==> src/rtl/spu_div_pkg.sv <==
// Shared constants and tag layout for the SPU divider arbiter, its FIFOs and the divider instance.
package spu_div_pkg;

   localparam int DEF_DIV_LAT   = 9;
   localparam int DEF_RES_DEPTH = 16;

   // Tag word travelling alongside each divide: {id, dz}
   localparam int TAG_DZ_BIT = 0;
   localparam int TAG_ID_LSB = 1;

   function automatic int calc_id_w(input int num_req);
      return (num_req > 1) ? $clog2(num_req) : 1;
   endfunction

   function automatic int calc_tag_w(input int num_req);
      return calc_id_w(num_req) + 1;
   endfunction

endpackage

==> src/rtl/spu_div_fifo.sv <==
// Show-ahead synchronous FIFO; the head word is visible on o_dout whenever o_empty is low.
module spu_div_fifo
   import spu_div_pkg::*;
#(
   parameter int WIDTH = 8,
   parameter int DEPTH = 16
) (
   input  logic             core_clk,
   input  logic             rst_n,
   input  logic             i_push,
   input  logic [WIDTH-1:0] i_din,
   input  logic             i_pop,
   output logic [WIDTH-1:0] o_dout,
   output logic             o_full,
   output logic             o_empty
);

   localparam int AW = (DEPTH > 1) ? $clog2(DEPTH) : 1;

   logic [WIDTH-1:0] r_mem [DEPTH];
   logic [AW:0]      r_wr_ptr;
   logic [AW:0]      r_rd_ptr;
   logic             w_do_push;
   logic             w_do_pop;

   assign o_empty   = (r_wr_ptr == r_rd_ptr);
   assign o_full    = (r_wr_ptr[AW] != r_rd_ptr[AW]) && (r_wr_ptr[AW-1:0] == r_rd_ptr[AW-1:0]);
   assign w_do_pop  = i_pop & ~o_empty;
   // A pop frees the head slot in the same edge, so push-on-full is legal when popping.
   assign w_do_push = i_push & (~o_full | w_do_pop);

   always_ff @(posedge core_clk or negedge rst_n) begin
      if (!rst_n) begin
         r_wr_ptr <= '0;
         r_rd_ptr <= '0;
      end else begin
         if (w_do_push) r_wr_ptr <= r_wr_ptr + 1'b1;
         if (w_do_pop)  r_rd_ptr <= r_rd_ptr + 1'b1;
      end
   end

   always_ff @(posedge core_clk) begin
      if (w_do_push) r_mem[r_wr_ptr[AW-1:0]] <= i_din;
   end

   assign o_dout = o_empty ? '0 : r_mem[r_rd_ptr[AW-1:0]];

endmodule

==> src/rtl/spu_div_arbiter.sv <==
// Round-robin front end sharing one pipelined signed divider among NUM_REQ requesters,
// with in-order tag tracking and a credit-protected result FIFO.
module spu_div_arbiter
   import spu_div_pkg::*;
#(
   parameter int NUM_REQ      = 4,
   parameter int DIVIDEND_DW  = 1,
   parameter int DIVISOR_DW   = 10,
   parameter int PRECISION_DW = 14,
   parameter int DIV_LAT      = DEF_DIV_LAT,
   parameter int RES_DEPTH    = DEF_RES_DEPTH,
   localparam int TOTAL_DW    = DIVIDEND_DW + PRECISION_DW,
   localparam int ID_W        = calc_id_w(NUM_REQ)
) (
   input  logic                            core_clk,
   input  logic                            rst_n,
   input  logic [NUM_REQ-1:0]              req_vld,
   output logic [NUM_REQ-1:0]              req_rdy,
   input  logic [NUM_REQ*DIVIDEND_DW-1:0]  req_dividend,
   input  logic [NUM_REQ*DIVISOR_DW-1:0]   req_divisor,
   output logic                            div_vld,
   output logic [DIVIDEND_DW-1:0]          div_data0,
   output logic [DIVISOR_DW-1:0]           div_data1,
   input  logic [TOTAL_DW-1:0]             div_data_out,
   input  logic                            div_ack,
   output logic                            rsp_vld,
   input  logic                            rsp_rdy,
   output logic [TOTAL_DW-1:0]             rsp_data,
   output logic [ID_W-1:0]                 rsp_id,
   output logic                            rsp_dz,
   output logic                            busy,
   output logic                            err
);

   localparam int TAG_W = calc_tag_w(NUM_REQ);
   localparam int RES_W = TOTAL_DW + TAG_W;
   localparam int CNT_W = $clog2(RES_DEPTH + 1);

   if (DIV_LAT < 1 || NUM_REQ < 2 || RES_DEPTH < 2 || (RES_DEPTH & (RES_DEPTH - 1)) != 0) begin : g_bad_cfg
      $error("spu_div_arbiter: illegal parameter combination");
   end

   logic [DIVIDEND_DW-1:0] w_dividend [NUM_REQ];
   logic [DIVISOR_DW-1:0]  w_divisor  [NUM_REQ];

   for (genvar gi = 0; gi < NUM_REQ; gi++) begin : g_unpack
      assign w_dividend[gi] = req_dividend[gi*DIVIDEND_DW +: DIVIDEND_DW];
      assign w_divisor[gi]  = req_divisor[gi*DIVISOR_DW +: DIVISOR_DW];
   end

   logic [ID_W-1:0]        r_rr_ptr;
   logic [CNT_W-1:0]       r_outstanding;
   logic                   r_div_vld;
   logic [DIVIDEND_DW-1:0] r_div_data0;
   logic [DIVISOR_DW-1:0]  r_div_data1;
   logic                   r_err;

   logic [NUM_REQ-1:0] w_grant;
   logic [ID_W-1:0]    w_win_id;
   logic [ID_W-1:0]    w_scan_idx;
   logic               w_found;
   logic               w_credit;
   logic               w_accept;
   logic               w_pop;
   logic               w_win_dz;
   logic [TAG_W-1:0]   w_tag_head;
   logic               w_tag_full;
   logic               w_tag_empty;
   logic               w_ret;
   logic [RES_W-1:0]   w_res_head;
   logic               w_res_full;
   logic               w_res_empty;

   // Scan upward from the round-robin pointer, wrapping at NUM_REQ.
   always_comb begin
      w_grant    = '0;
      w_win_id   = '0;
      w_found    = 1'b0;
      w_scan_idx = r_rr_ptr;
      for (int k = 0; k < NUM_REQ; k++) begin
         if (!w_found && req_vld[w_scan_idx]) begin
            w_found             = 1'b1;
            w_grant[w_scan_idx] = 1'b1;
            w_win_id            = w_scan_idx;
         end
         w_scan_idx = (w_scan_idx == ID_W'(NUM_REQ - 1)) ? '0 : w_scan_idx + 1'b1;
      end
   end

   // Credit uses the registered count only; FIFO fullness can never bind before it does.
   assign w_credit = (r_outstanding < CNT_W'(RES_DEPTH)) & ~w_tag_full & ~w_res_full;
   assign req_rdy  = w_credit ? w_grant : '0;
   assign w_accept = |req_rdy;
   assign w_pop    = rsp_vld & rsp_rdy;
   assign w_win_dz = (w_divisor[w_win_id] == '0);
   assign w_ret    = div_ack & ~w_tag_empty;

   always_ff @(posedge core_clk or negedge rst_n) begin
      if (!rst_n) begin
         r_rr_ptr      <= '0;
         r_outstanding <= '0;
         r_div_vld     <= 1'b0;
         r_div_data0   <= '0;
         r_div_data1   <= '0;
         r_err         <= 1'b0;
      end else begin
         r_div_vld <= w_accept;
         if (w_accept) begin
            r_div_data0 <= w_dividend[w_win_id];
            r_div_data1 <= w_divisor[w_win_id];
            r_rr_ptr    <= (w_win_id == ID_W'(NUM_REQ - 1)) ? '0 : w_win_id + 1'b1;
         end
         unique case ({w_accept, w_pop})
            2'b10:   r_outstanding <= r_outstanding + 1'b1;
            2'b01:   r_outstanding <= r_outstanding - 1'b1;
            default: r_outstanding <= r_outstanding;
         endcase
         if (div_ack && w_tag_empty) r_err <= 1'b1;
      end
   end

   spu_div_fifo #(.WIDTH(TAG_W), .DEPTH(RES_DEPTH)) u_tag_fifo (
      .core_clk (core_clk),
      .rst_n    (rst_n),
      .i_push   (w_accept),
      .i_din    ({w_win_id, w_win_dz}),
      .i_pop    (w_ret),
      .o_dout   (w_tag_head),
      .o_full   (w_tag_full),
      .o_empty  (w_tag_empty)
   );

   spu_div_fifo #(.WIDTH(RES_W), .DEPTH(RES_DEPTH)) u_res_fifo (
      .core_clk (core_clk),
      .rst_n    (rst_n),
      .i_push   (w_ret),
      .i_din    ({div_data_out, w_tag_head}),
      .i_pop    (w_pop),
      .o_dout   (w_res_head),
      .o_full   (w_res_full),
      .o_empty  (w_res_empty)
   );

   assign div_vld   = r_div_vld;
   assign div_data0 = r_div_data0;
   assign div_data1 = r_div_data1;
   assign rsp_vld   = ~w_res_empty;
   assign rsp_data  = w_res_head[TAG_W +: TOTAL_DW];
   assign rsp_id    = w_res_head[TAG_ID_LSB +: ID_W];
   assign rsp_dz    = w_res_head[TAG_DZ_BIT];
   assign busy      = (r_outstanding != '0);
   assign err       = r_err;

endmodule

==> config.mk <==
export PLATFORM = sky130hd
export DESIGN_NAME = spu_div_arbiter
export DESIGN_NICKNAME = d
export VERILOG_FILES = /design/src/rtl/spu_div_pkg.sv /design/src/rtl/spu_div_fifo.sv /design/src/rtl/spu_div_arbiter.sv
export SDC_FILE = /design/constraint.sdc
export NUM_CORES = 1
export LEC_CHECK = 0
export ABC_AREA = 1
export CAP_MARGIN = 20
export CORE_UTILIZATION = 43
export CTS_BUF_LIST = sky130_fd_sc_hd__clkbuf_8 sky130_fd_sc_hd__clkbuf_16
export CTS_CLUSTER_SIZE = 8
export DETAILED_ROUTE_END_ITERATION = 10
export GPL_ROUTABILITY_DRIVEN = 0
export PLACE_DENSITY = 0.57
export SETUP_SLACK_MARGIN = 0.05
export SLEW_MARGIN = 20
export SYNTH_ARGS = -nofsm -noshare
export SYNTH_HDL_FRONTEND = slang
export SYNTH_SLANG_ARGS = --single-unit
==> constraint.sdc <==
create_clock -name core_clk -period 5.19 [get_ports core_clk]
set_clock_uncertainty 0.05 [all_clocks]
set_input_delay 0.519 -clock core_clk [delete_from_list [all_inputs] [get_ports core_clk]]
set_output_delay 0.519 -clock core_clk [all_outputs]
set_load 0.01 [all_outputs]
; Word-level counts from Yosys, hierarchy flattened
; Memories as Yosys holds them, arrays and structs flattened.
; Index checks and enable logic that the tools add are counted.
[word_totals]
register_bits = 40
latchBits = 0
mem_bits_rw = 336
mem_bits_ro = 0
input_bits = 67
n_memories = 2
[mem_list]
columns = name, words, word_bits, rd, rd_clocked_by_memory_dff, write_ports, line
row1 = u_res_fifo.r_mem, 16, 18, 1, 0, 1, spu_div_fifo.sv:20  ; logic [WIDTH-1:0] r_mem [DEPTH];
row2 = u_tag_fifo.r_mem, 16, 3, 1, 0, 1, spu_div_fifo.sv:20
[op_classes]
addsub = 10
n_mul = 0
n_div = 0
n_lt_le_gt_ge = 10
eq_ne = 12
shifts = 0
mux = 45
bitwise = 18
reduce_logical = 17
[op_table]
columns = operator, n
row1 = $add A5 B1 Y5 const B, 5
row2 = $bmux W10 S2, 1
row3 = $mux W10, 2
row4 = $mux W4, 5
row5 = $mux W18, 1
row6 = $mux W1, 17
row7 = $mux W2, 8
row8 = $lt A2 B3 Y1 const B, 4
row9 = $or A4 B4 Y4, 3
row10 = $bmux W1 S2, 5
row11 = $eq A2 B2 Y1 const B, 5
row12 = $eq A5 B5 Y1, 2
row13 = $logic_and A1 B1 Y1, 10
row14 = $logic_not A10 Y1, 1
row15 = $pmux W5 S2, 1
row16 = $add A2 B1 Y2 const B, 4
row17 = $and A1 B1 Y1, 8
row18 = $demux W1 S2, 4
row19 = $eq A4 B4 Y1, 2
row20 = $ge A2 B1 Y1 const B, 4
row21 = $lt A5 B5 Y1 const B, 1
row22 = $reduce_bool A5 Y1, 1
row23 = $sub A5 B1 Y5 const B, 1
row24 = $not A1 Y1, 4
row25 = other kinds (9), 13

; Depth between registers and ports, before layout
; Gate-level depths: netlist of the first run.
[depth]
word_depth = 17
depth_mapped = 22
depth_no_buf = 21

; Hierarchy
; A second synthesis of the first run with hierarchy kept.
[hier_totals]
cells_unflattened = 1967
hier_area_um2 = 18127.4
[by_module_without_submodules]
columns = module, n_inst, cells_each, area_each_um2, seq_area_each_um2
row1 = spu_div_fifo at u_res_fifo, 1, 1319, 13112.6, 8898.5
row2 = spu_div_fifo at u_tag_fifo, 1, 327, 2905.3, 1691.6
row3 = spu_div_arbiter, 1, 321, 2109.5, 500.5

; Worst setup path before layout of the first run
; OpenSTA, ideal clock, no wires.
[synth_path]
path_type = reg2reg
start = register r_rr_ptr[0]
end = register r_outstanding[4]
setup_ps = 131
arrival_ps = 3452
path_slack_ps = 1558
path_stages_with_launch = 22
n_path_buf = 1
cell_sequence = dfrtp_1 inv_2 ha_1 inv_1 nand2_1 nand3_1 nand2_1 nor2_1 nand2_1 o21ai_0 nand2_1 nand4_1 inv_1 buf_2 ha_1 fa_1 a21o_1 a21oi_1 inv_1 a21oi_1 o21ai_0 xor2_1
[synth_via]
elab_chain_len = 16
elab_cells_between_ends = 59
classes_between = add/sub (3) / order compare (8) / eq/ne (5) / mux (28) / bitwise (3) / reduce/logical (12)
[synth_lines]
columns = element, line
row1 = start: declaration, spu_div_arbiter.sv:51  ; logic [ID_W-1:0] r_rr_ptr;
row2 = start signal: assignment, spu_div_arbiter.sv:111  ; r_rr_ptr <= (w_win_id == ID_W'(NUM_REQ - 1)) ? '0 : w_win_id + 1'b1;
row3 = "$add A2 B1 Y2, or another cell as far along", spu_div_arbiter.sv:86  ; w_scan_idx = (w_scan_idx == ID_W'(NUM_REQ - 1)) ? '0 : w_scan_idx + 1'b1;
row4 = $mux W2 / $mux W1 (equally long branches), "spu_div_arbiter.sv:86, spu_div_arbiter.sv:81"
row5 = "$add A2 B1 Y2, or another cell as far along", spu_div_arbiter.sv:86
row6 = "$mux W2, or another cell as far along", spu_div_arbiter.sv:86
row7 = "$add A2 B1 Y2, or another cell as far along", spu_div_arbiter.sv:86
row8 = "$mux W2, or another cell as far along", spu_div_arbiter.sv:86
row9 = "$lt A2 B3 Y1 (implied by the code), or another cell as far along", spu_div_arbiter.sv:83  ; w_grant[w_scan_idx] = 1'b1;
row10 = "$logic_and A1 B1 Y1 (implied by the code), or another cell as far along", spu_div_arbiter.sv:83
row11 = "$mux W1 (implied by the code), or another cell as far along", spu_div_arbiter.sv:83
row12 = "$demux W1 S2, or another cell as far along", spu_div_arbiter.sv:83
row13 = $or A4 B4 Y4 (no source line) / $logic_and A1 B1 Y1 (equally long branches), --
row14 = $mux W4 (*), spu_div_arbiter.sv:81  ; if (!w_found && req_vld[w_scan_idx]) begin
row15 = $mux W4 (*), spu_div_arbiter.sv:92  ; assign req_rdy = w_credit ? w_grant : '0;
row16 = $reduce_or A4 Y1 (*), spu_div_arbiter.sv:93  ; assign w_accept = |req_rdy;
row17 = $eq A2 B1 Y1 / $eq A2 B2 Y1 (equally long branches), spu_div_arbiter.sv:113  ; unique case ({w_accept, w_pop})
row18 = $pmux W5 S2 / $reduce_bool A2 Y1 (equally long branches), --
row19 = end signal: assignment, spu_div_arbiter.sv:114  ; 2'b10: r_outstanding <= r_outstanding + 1'b1;
row20 = end signal: assignment, spu_div_arbiter.sv:115  ; 2'b01: r_outstanding <= r_outstanding - 1'b1;
row21 = end signal: assignment, spu_div_arbiter.sv:116  ; default: r_outstanding <= r_outstanding;
row22 = end: declaration, spu_div_arbiter.sv:52  ; logic [CNT_W-1:0] r_outstanding;
; Every way passes the cells marked *; elsewhere a longest branch is shown, timed or not. The select of a mux whose other input is x is not followed.
; A chain may end at the register's enable or synchronous reset.

; Worst setup path in the final report of the first run
[layout_path]
start = register u_res_fifo.r_rd_ptr[0]
end = output rsp_id[1]
[layout_via]
elab_chain_len = 2
elab_cells_between_ends = 3
classes_between = eq/ne (1) / mux (1) / memory (1)
[layout_lines]
columns = element, line
row1 = start: declaration, spu_div_fifo.sv:22  ; logic [AW:0] r_rd_ptr;
row2 = start signal: assignment, spu_div_fifo.sv:38  ; if (w_do_pop) r_rd_ptr <= r_rd_ptr + 1'b1;
row3 = $mem_v2 Z16 W18 / $eq A5 B5 Y1 (equally long branches), --
row4 = $mux W18 (*), spu_div_fifo.sv:46  ; assign o_dout = o_empty ? '0 : r_mem[r_rd_ptr[AW-1:0]];
row5 = end: declaration, spu_div_arbiter.sv:29  ; output logic [ID_W-1:0] rsp_id,
; Every way passes the cells marked *; elsewhere a longest branch is shown, timed or not.

==> run_results.csv, run 1 <==
group,metric,value,unit
synth,ys_warn_count,0,
synth,synth_top_area_cell,"edfxtp_1",
die,die_area,0.0383,mm²
global_route,grt_pass1_vias,10500,
power_and_ir_drop,cellLeakagePower,7.01,nW
worst_setup_path,worstPathRequired,4.62,ns
sta,whs,0.419,ns
layout,design_area,0.0192,mm²
cts,clock_latency,0.55,ns
cts,cts_buffers,52,
sta,max_freq,0.242,GHz
power_and_ir_drop,power_density,682,mW/mm²
synth,synthDominantCellAreaShare,0.625,
sta,setup_viol,0,
sta,relSlewSlack,0.322,
cts,clock_sinks,376,
worst_setup_path,critPathLaunch,"u_res_fifo.r_rd_ptr[0]$_DFFE_PN0P_",
worst_setup_path,cp.arrival,3.57,ns
die,start_util,0.439,
synth,synth_nets,1440,
layout,drive_above_1_share,0.0839,
place,port_buffers,103,
worst_setup_path,path_max_fanout,53,
place,place_area,0.0178,mm²
global_route,grt_use_total,0.215,
layout,antennaDiodeCount,0,
drt,vias_per_cell,5.51,
place,dp_hpwl,24.1,mm
drt,drc,0,
sta,fin_ws,1.05,ns
drt,wl_per_cell,20.9,µm
global_route,grt_max_degree,85,
sta,fin_tns_setup,0,ns
die,fp.dieH,196,µm
cts,clockRootBuffer,"clkbuf_16",
drt,drt_pass1_iterations,5,
synth,synth.area.top_cells,"edfxtp_1 (62%), dfrtp_1 (6.2%), nor2_1 (5.9%)",
layout,fin_cells,1958,
cts,cts_tree,"built",
worst_hold_path,min_path_type,"flip-flop to flip-flop",
place,post-place-ws,1.12,ns
sta,hold_viol_final,0,
synth,synth_seq_area_share,0.687,
worst_setup_path,critPathLaunchType,"flip-flop",
drt,drt_iter0_drc,884,
sta,worst_pin_slew,1.02,ns
sta,slew_viol_final,0,
synth,synth_area_per_cell,11.9,µm²
worst_hold_path,min_from,"err$_DFFE_PN0P_",
place,placed_cells,1884,
layout,nets,1559,
drt,ant_nets,0,
worst_setup_path,critical_path_class,"flip-flop to output port",
sta,rsz0062_at_grt,"false",
die,placementRows,70,
layout,area_growth,18.7,%
synth,synth-seq-cells,376,
sta,period_needed,4.14,ns
global_route,grt_pass1_wl,62.6,mm
synth,netlist_area,0.0162,mm²
status,status,"finished, final reports clean",
die,die_w,196,µm
global_route,grt_remaining_overflow,0,
power_and_ir_drop,power,13.1,mW
drt,via_count,10800,
job,cap_violations,0,
worst_setup_path,end_kind,"output port",
synth,syn_inst,1352,
power_and_ir_drop,ir_drop,0.000342,V
worst_setup_path,r2r-start,"r_rr_ptr[0]$_DFFE_PN0P_",
die,io_pins,104,
layout,nFillCells,3168,
synth,ys_types,35,
cts,path_clk_slew,0.05,ns
cts,ctsHtreeMaxLevel,2,
global_route,antenna_found_initial,1,
cts,cts_buffer_depth,3,
layout,final_util,0.521,
sta,period_share,0.798,
drt,drt_wl_total,40.8,mm
die,core_area,0.0368,mm²
==> cells in the final DEF, fill, tap and decap left out, drive strengths merged <==
master,instances
a31oi,23
inv,90
clkbuf,53
a21oi,7
o21ai,106
dlygate4sd3,1
edfxtp,336
a21o,2
o32ai,52
ha,20
xnor2,10
nand4,16
nor4,1
o221ai,32
nand2,203
mux2i,32
nand3,38
or2,1
nor2,255
fa,1
clkdlybuf4s50,102
clkinv,2
dfrtp,40
o211ai,13
buf,37
xor2,17
==> layout make-up <==
class | count | area [µm²] | area share
sequential | 376 | 11100 | 0.579
clock inverter | 20 | 75.1 | 0.00391
multi-input combinational | 829 | 4510 | 0.235
tap | 468 | 586 | 0.0305
inverter | 72 | 272 | 0.0142
clock buffer | 53 | 1330 | 0.0692
timing repair buffer | 140 | 1310 | 0.0682
==> timing repair <==
item                                    4_1_cts  5_1_grt
resized for setup                             0        0
hold endpoints to repair                      0       40
hold buffers                                  0        1
endpoints found under the setup margin        0        0
setup buffers                                 0        0
==> critical path: stages (launching register included) <==
cell,delay (ns)
dfrtp_4,0.51
clkinv_2,0.39
buf_4,0.62
nor2_1,0.08
o32ai_1,0.32
nand2_1,0.09
a31oi_1,0.35
clkdlybuf4s50_1,0.63
==> power breakdown <==
| group | total [mW] | switching, mW | leakage (nW) | internal, mW |
|---|---|---|---|---|
| combinational | 5.70 | 3.73 | 2.74 | 1.97 |
| clock | 2.96 | 1.18 | 0.760 | 1.79 |
| sequential | 4.42 | 0.325 | 3.52 | 4.09 |
==> routing by layer <==
layer | wire length (µm) | global-route usage
met5 | 7 | 0
met4 | 1050 | 0.0706
met3 | 2640 | 0.0457
met2 | 19300 | 0.344
met1 | 17900 | 0.293
==> cells in the mapped netlist (all sizes together) <==
library cell / count
nand3: 38
nor4: 1
nor2: 255
o32ai: 52
edfxtp: 336
ha: 20
o21ai: 106
dfrtp: 40
clkbuf: 57
nand2: 203
o221ai: 32
a21o: 2
fa: 1
clkinv: 1
a31oi: 23
xnor2: 10
inv: 71
mux2i: 32
a21oi: 7
xor2: 17
buf: 18
o211ai: 13
nand4: 16
or2: 1
==> worst paths after layout <==
check	depth (start not counted)	slack (ns)	end
max	7	1.05	rsp_id[1]
min	1	0.42	err$_DFFE_PN0P_
max reg2reg	21	1.07	r_outstanding[4]$_DFFE_PN0P_
min reg2reg	1	0.42	err$_DFFE_PN0P_
max in group asynchronous	2	4.20	u_res_fifo.r_rd_ptr[0]$_DFFE_PN0P_
min in group asynchronous	2	0.46	u_tag_fifo.r_wr_ptr[3]$_DFFE_PN0P_
==> cell families after synthesis <==
kind of cell,count (synthesis),synth area share
adders and majority gates,21,0.0167
AOI/OAI and AO/OA,235,0.0978
buffers and inverters,147,0.0366
xor gates and xnor gates,27,0.0146
muxes,32,0.0198
DFF,376,0.687
and+or+nand+nor,514,0.128
==> state kept, by name (all words and copies together), names as in the netlist <==
signal / cells
r_rr_ptr: 2
div_data0: 1
div_data1: 10
div_vld: 1
u_res_fifo.r_mem: 288
u_tag_fifo.r_wr_ptr: 5
u_tag_fifo.r_rd_ptr: 5
r_outstanding: 5
u_tag_fifo.r_mem: 48
u_res_fifo.r_rd_ptr: 5
u_res_fifo.r_wr_ptr: 5
err: 1
(Power assumes the default switching activity.)
==> run 2: changes to the inputs <==
Settings changed: PLACE_DENSITY 0.57 to 0.59.
Clock period 5.19 ns to 3.45 ns, I/O delays scaled along.
==> run 2 against run 1 <==
Net effect:
- register-to-register slack got worse by 0.86 ns
- final cell count is 3.4% higher
- sequential power increased by 47%
- non-clock buffer count rose by 53
- wire length barely moved
- largest power group unchanged
- highest routed layer unchanged
==> run_results.csv, run 2 (synthesis results as in run 1) <==
group,metric,value,unit
power_and_ir_drop,p_sw,8.24,mW
power_and_ir_drop,sw_frac_of_total,0.390,
power_and_ir_drop,clkPwrFrac,0.218,
layout,layout_common_cells,"edfxtp_1 (336), nor2_1 (235), nand2_1 (198), o21ai_0 (98), inv_1 (96)",
status,status,"finished, final reports clean",
sta,period_share,0.958,
drt,drt_iter0_drc,701,
die,die_area,0.0383,mm²
cts,clock_sinks,376,
place,post-place-ws,-0.0622,ns
global_route,grt_pass1_vias,10900,
power_and_ir_drop,p_int,12.9,mW
cts,cts_tree,"built",
power_and_ir_drop,combPwrFrac,0.475,
layout,area_growth,24.3,%
die,io_pins,104,
sta,max_freq,0.302,GHz
die,die_w,196,µm
global_route,grt_use_total,0.210,
place,place_area,0.0183,mm²
layout,final_common_cell,"edfxtp_1",
drt,wl_per_cell,20.2,µm
die,fp.dieH,196,µm
power_and_ir_drop,ir_drop,0.000589,V
sta,hold_viol_final,0,
drt,drt_pass1_iterations,5,
sta,fin_ws,0.144,ns
drt,ant_nets,0,
global_route,grt_max_degree,148,
cts,path_clk_slew,0.05,ns
sta,period_needed,3.31,ns
cts,cts_buffer_depth,3,
die,start_util,0.439,
worst_setup_path,worstPathRequired,3.05,ns
power_and_ir_drop,power_density,1050,mW/mm²
worst_setup_path,critPathLaunchType,"flip-flop",
drt,drt_wl_total,40.8,mm
layout,drive_above_1_share,0.130,
global_route,antenna_found_initial,1,
layout,antennaDiodeCount,0,
worst_setup_path,path_max_fanout,53,
job,cap_violations,0,
sta,relSlewSlack,0.353,
layout,nets,1613,
power_and_ir_drop,power,21.2,mW
drt,via_count,11100,
cts,clock_latency,0.57,ns
global_route,grt_pass1_wl,61.7,mm
drt,vias_per_cell,5.46,
sta,whs,0.346,ns
cts,cts_buffers,53,
power_and_ir_drop,cellLeakagePower,7.57,nW
worst_setup_path,critical_path_class,"flip-flop to output port",
sta,slew_viol_final,0,
die,placementRows,70,
die,core_area,0.0368,mm²
place,dp_hpwl,23.9,mm
drt,drc,0,
cts,clockRootBuffer,"clkbuf_16",
place,port_buffers,103,
sta,fin_tns_setup,0,ns
sta,rsz0062_at_grt,"true",
worst_setup_path,cp.arrival,2.91,ns
power_and_ir_drop,seq_power_share,0.307,
sta,setup_viol,0,
layout,nFillCells,3102,
sta,worst_pin_slew,0.971,ns
layout,design_area,0.0201,mm²
worst_hold_path,min_path_type,"input port to flip-flop",
global_route,grt_remaining_overflow,0,
layout,largest_register_ff_count,288,
worst_setup_path,end_kind,"output port",
cts,ctsHtreeMaxLevel,2,
==> run 2: cell types whose count changed in the layout (fill, tap and decap cells not counted), sizes merged <==
cell	previous run	this run
clkdlybuf4s50	102	92
buf	37	86
dlymetal6s2s	0	8
bufbuf	0	2
inv	90	101
clkinv	2	3
dlygate4sd2	0	2
clkbuf	53	56
==> run 2: routing by layer <==
layer,part of all wire,up-vias,routed length [µm],global-route usage
met1,0.43,5442,17500,0.277
met4,0.019,2,757,0.0605
li1,-,5220,-,-
met5,0.00039,-,16,0
met3,0.066,59,2680,0.0442
met2,0.49,338,19900,0.350
==> run 2: area by class of cell <==
| type | instances | area (µm²) | share of cell area |
|---|---|---|---|
| clock buffers | 54 | 1340 | 0.0667 |
| clock inverters | 32 | 158 | 0.00785 |
| inverters | 72 | 278 | 0.0138 |
| multi-input cells | 829 | 4620 | 0.230 |
| flip-flops and latches | 376 | 11100 | 0.553 |
| well taps | 468 | 586 | 0.0292 |
| repair buffers | 193 | 2000 | 0.0996 |
==> run 2: path summary, 6_finish.rpt <==
kind | startpoint | to | slack, ns | cells past startpoint
worst min-delay path | div_ack | err$_DFFE_PN0P_ | 0.35 | 2
worst max register to register | r_rr_ptr[0]$_DFFE_PN0P_ | r_outstanding[4]$_DFFE_PN0P_ | 0.21 | 22
min in group asynchronous | rst_n | u_tag_fifo.r_wr_ptr[0]$_DFFE_PN0P_ | 0.43 | 2
worst min register to register | err$_DFFE_PN0P_ | err$_DFFE_PN0P_ | 0.41 | 1
worst max-delay path | u_res_fifo.r_rd_ptr[0]$_DFFE_PN0P_ | rsp_data[7] | 0.14 | 7
max in group asynchronous | rst_n | u_res_fifo.r_rd_ptr[0]$_DFFE_PN0P_ | 2.21 | 2
==> run 2: per-stage QoR <==
step	util	instances
after floorplan	-	1352
after global placement	0.497	1931
after detailed placement	0.497	1931
after CTS	0.541	2020
after global routing	0.546	2024
final	0.546	2024
==> run 2: what timing repair did <==
item / 4_1_cts / 5_1_grt
gates cloned: 2 / 2
hold buffers: 1 / 0
setup endpoints to repair: 18 / 34
gates resized for setup: 11 / 29
pin swaps: 0 / 1
setup buffers: 0 / 2
endpoints found under the hold margin: 40 / 0
==> run 2: critical path: stages (launching register included) <==
cell,delay [ns]
dfrtp_4,0.49
buf_16,0.19
buf_16,0.26
nor2_1,0.08
o32ai_1,0.33
nand2_1,0.12
a31oi_2,0.27
clkdlybuf4s50_1,0.59
==> run 2: power groups by stage <==
| stage | Sequential (mW) | Clock (mW) | Combinational (mW) |
|---|---|---|---|
| detailed placement | 6.54 | 0 | 9.68 |
| CTS | 6.48 | 4.71 | 9.88 |
| floorplan | 6.52 | 0 | 5.79 |
| global route | 6.55 | 4.89 | 11.1 |
| global placement | 6.53 | 0 | 9.56 |
| finish | 6.49 | 4.62 | 10.0 |
==> run 3: changes to the inputs <==
Settings changed: CORE_MARGIN set to 2, PLACE_DENSITY 0.59 to 0.57.
Clock period 3.45 ns to 3.1 ns, I/O delays scaled along.
==> run 3 against run 2 <==
Net effect:
- the flow now finishes with violations (setup timing)
- critical endpoint is now r_outstanding[4]$_DFFE_PN0P_
- global-route usage increased by 0.073 points
- register-to-register slack got worse by 0.35 ns
- via count increased by 0.38%
- critical path depth increased by 15
- design area increased by 2.5%
- utilization increased by 1.4 points
==> run_results.csv, run 3 (synthesis results as in run 1) <==
group,metric,value,unit
status,status,"finished, violations left",
status,violations,"setup timing",
sta,setup_viol,2,
layout,drive_above_1_share,0.199,
drt,wl_per_cell,19.8,µm
sta,fin_ws,-0.140,ns
sta,slew_viol_final,0,
die,fp.dieH,198,µm
layout,antennaDiodeCount,0,
die,placementRows,70,
cts,cts_buffer_depth,3,
global_route,grt_use_total,0.211,
sta,hold_viol_final,0,
cts,path_clk_slew,0.06,ns
drt,met2_length,19.6,mm
drt,top_layer,"met5",
worst_setup_path,cp.arrival,3.63,ns
place,post-place-ws,-0.295,ns
global_route,antenna_found_initial,1,
die,die_area,0.0391,mm²
cts,clock_sinks,376,
drt,drt_iter0_drc,731,
worst_setup_path,end_kind,"flip-flop",
drt,vias_per_cell,5.38,
drt,met1_length,18.1,mm
drt,drt_pass1_iterations,5,
drt,drt_wl_total,40.9,mm
drt,via_count,11100,
worst_setup_path,reg2reg_to,"r_outstanding[4]$_DFFE_PN0P_",
place,port_buffers,103,
layout,largest_register_ff_count,288,
sta,worst_pin_slew,0.743,ns
sta,rsz0062_at_grt,"true",
sta,relSlewSlack,0.504,
layout,layout_common_cells,"edfxtp_1 (336), nor2_1 (213), nand2_1 (185), buf_4 (121), o21ai_0 (97)",
worst_setup_path,reg2reg_depth,22,
worst_setup_path,endpoint,"r_outstanding[4]$_DFFE_PN0P_",
worst_setup_path,worstPathRequired,3.49,ns
drt,wl_met3,2.50,mm
place,placed_cells,1963,
worst_setup_path,r2r-start,"r_rr_ptr[0]$_DFFE_PN0P_",
drt,ant_nets,0,
worst_hold_path,min_path_type,"input port to asynchronous set/reset pin",
layout,area_growth,27.5,%
global_route,grt_pass1_vias,10800,
layout,nets,1664,
cts,ctsHtreeMaxLevel,2,
layout,final_util,0.560,
cts,cts_tree,"built",
sta,period_needed,3.24,ns
power_and_ir_drop,power,24.6,mW
place,dp_hpwl,24.8,mm
power_and_ir_drop,power_density,1190,mW/mm²
sta,whs,0.240,ns
power_and_ir_drop,ir_drop,0.000708,V
worst_setup_path,critical_path_class,"flip-flop to flip-flop",
drt,drc,0,
sta,period_share,1.05,
global_route,grt_pass1_wl,62.6,mm
power_and_ir_drop,cellLeakagePower,7.73,nW
global_route,grt_remaining_overflow,0,
die,start_util,0.439,
die,io_pins,104,
layout,fin_cells,2064,
worst_setup_path,critPathLaunch,"r_rr_ptr[0]$_DFFE_PN0P_",
worst_setup_path,rrSetupSlack,-0.14,ns
die,core_area,0.0368,mm²
die,die_w,198,µm
layout,final_common_cell,"edfxtp_1",
cts,clock_latency,0.56,ns
worst_setup_path,path_max_fanout,6,
sta,max_freq,0.309,GHz
cts,clockRootBuffer,"clkbuf_16",
job,cap_violations,0,
worst_setup_path,critPathLaunchType,"flip-flop",
cts,cts_buffers,53,
global_route,grt_max_degree,63,
[run 3: cell count changes in the layout (fill, tap and decap cells not counted), sizes merged]
cell | before | now
clkinv | 3 | 4
dlygate4sd2 | 2 | 12
inv | 101 | 90
buf | 86 | 145
dlymetal6s2s | 8 | 1
clkdlybuf4s50 | 92 | 80
[run 3: per-stage QoR]
step / setup TNS, ns / cell area, µm²
2_1_floorplan: -0.0149 / 16200
3_3_place_gp: -3.04 / 18600
3_5_place_dp: -5.84 / 18600
4_1_cts: -0.296 / 20200
5_1_grt: -0.706 / 20600
6_report: -0.242 / 20600
[run 3: what timing repair did]
action                                 4_1_cts  5_1_grt
cloned                                       2        0
gates resized for setup                     68       81
hold buffers                                 1        0
endpoints found under the hold margin       40        0
pin swaps                                   11       19
setup endpoints to repair                   46       75
setup buffers                               10       13
[run 3: final cells by class]
type,instances,area [µm²]
fillers,3080,16200
clock inverters,22,97.6
clock buffers,53,1330
well taps,468,586
flip-flops and latches,376,11100
repair buffers,244,2300
inverters,72,294
multi-input cells,829,4880
[run 3: worst min path at each step]
stage	start	endpoint	slack [ns]	depth (start not counted)
after global placement	err$_DFFE_PN0P_	err$_DFFE_PN0P_	0.39	1
final	rst_n	u_tag_fifo.r_wr_ptr[2]$_DFFE_PN0P_	0.24	2
after floorplan	rst_n	div_data0$_DFFE_PN0P_	-0.04	0
after detailed placement	err$_DFFE_PN0P_	err$_DFFE_PN0P_	0.40	1
after global routing	rst_n	div_data1[2]$_DFFE_PN0P_	0.29	2
after CTS	div_ack	err$_DFFE_PN0P_	0.37	2
[run 3: report_power, final]
group / leakage [nW] / switching (mW) / total, mW / internal [mW]
logic: 3.45 / 7.22 / 12.4 / 5.16
registers: 3.52 / 0.358 / 7.21 / 6.85
clock network: 0.764 / 2.01 / 5.01 / 3.01
total: 7.73 / 9.58 / 24.6 / 15.0
[run 3: metal layers]
| metal | GRT usage | up-vias |
|---|---|---|
| met5 | 0 | - |
| met4 | 0.0546 | 2 |
| met2 | 0.349 | 307 |
| li1 | - | 5307 |
| met3 | 0.0479 | 66 |
| met1 | 0.281 | 5421 |
[run 3: critical path, stage by stage (launching register included)]
cell and delay, ns:
dfrtp_2 0.43, inv_4 0.06, ha_4 0.33, inv_6 0.06
nand2_2 0.07, nand3_2 0.08, nand2_4 0.11, nand2_4 0.06
buf_6 0.13, nor2_2 0.08, nor2_1 0.05, o21ai_1 0.07
nand2_1 0.08, nand4_1 0.15, inv_2 0.07, ha_4 0.17
fa_2 0.34, a21o_1 0.20, a21oi_2 0.13, inv_2 0.05
a21oi_2 0.12, o21ai_2 0.07, xor2_1 0.14
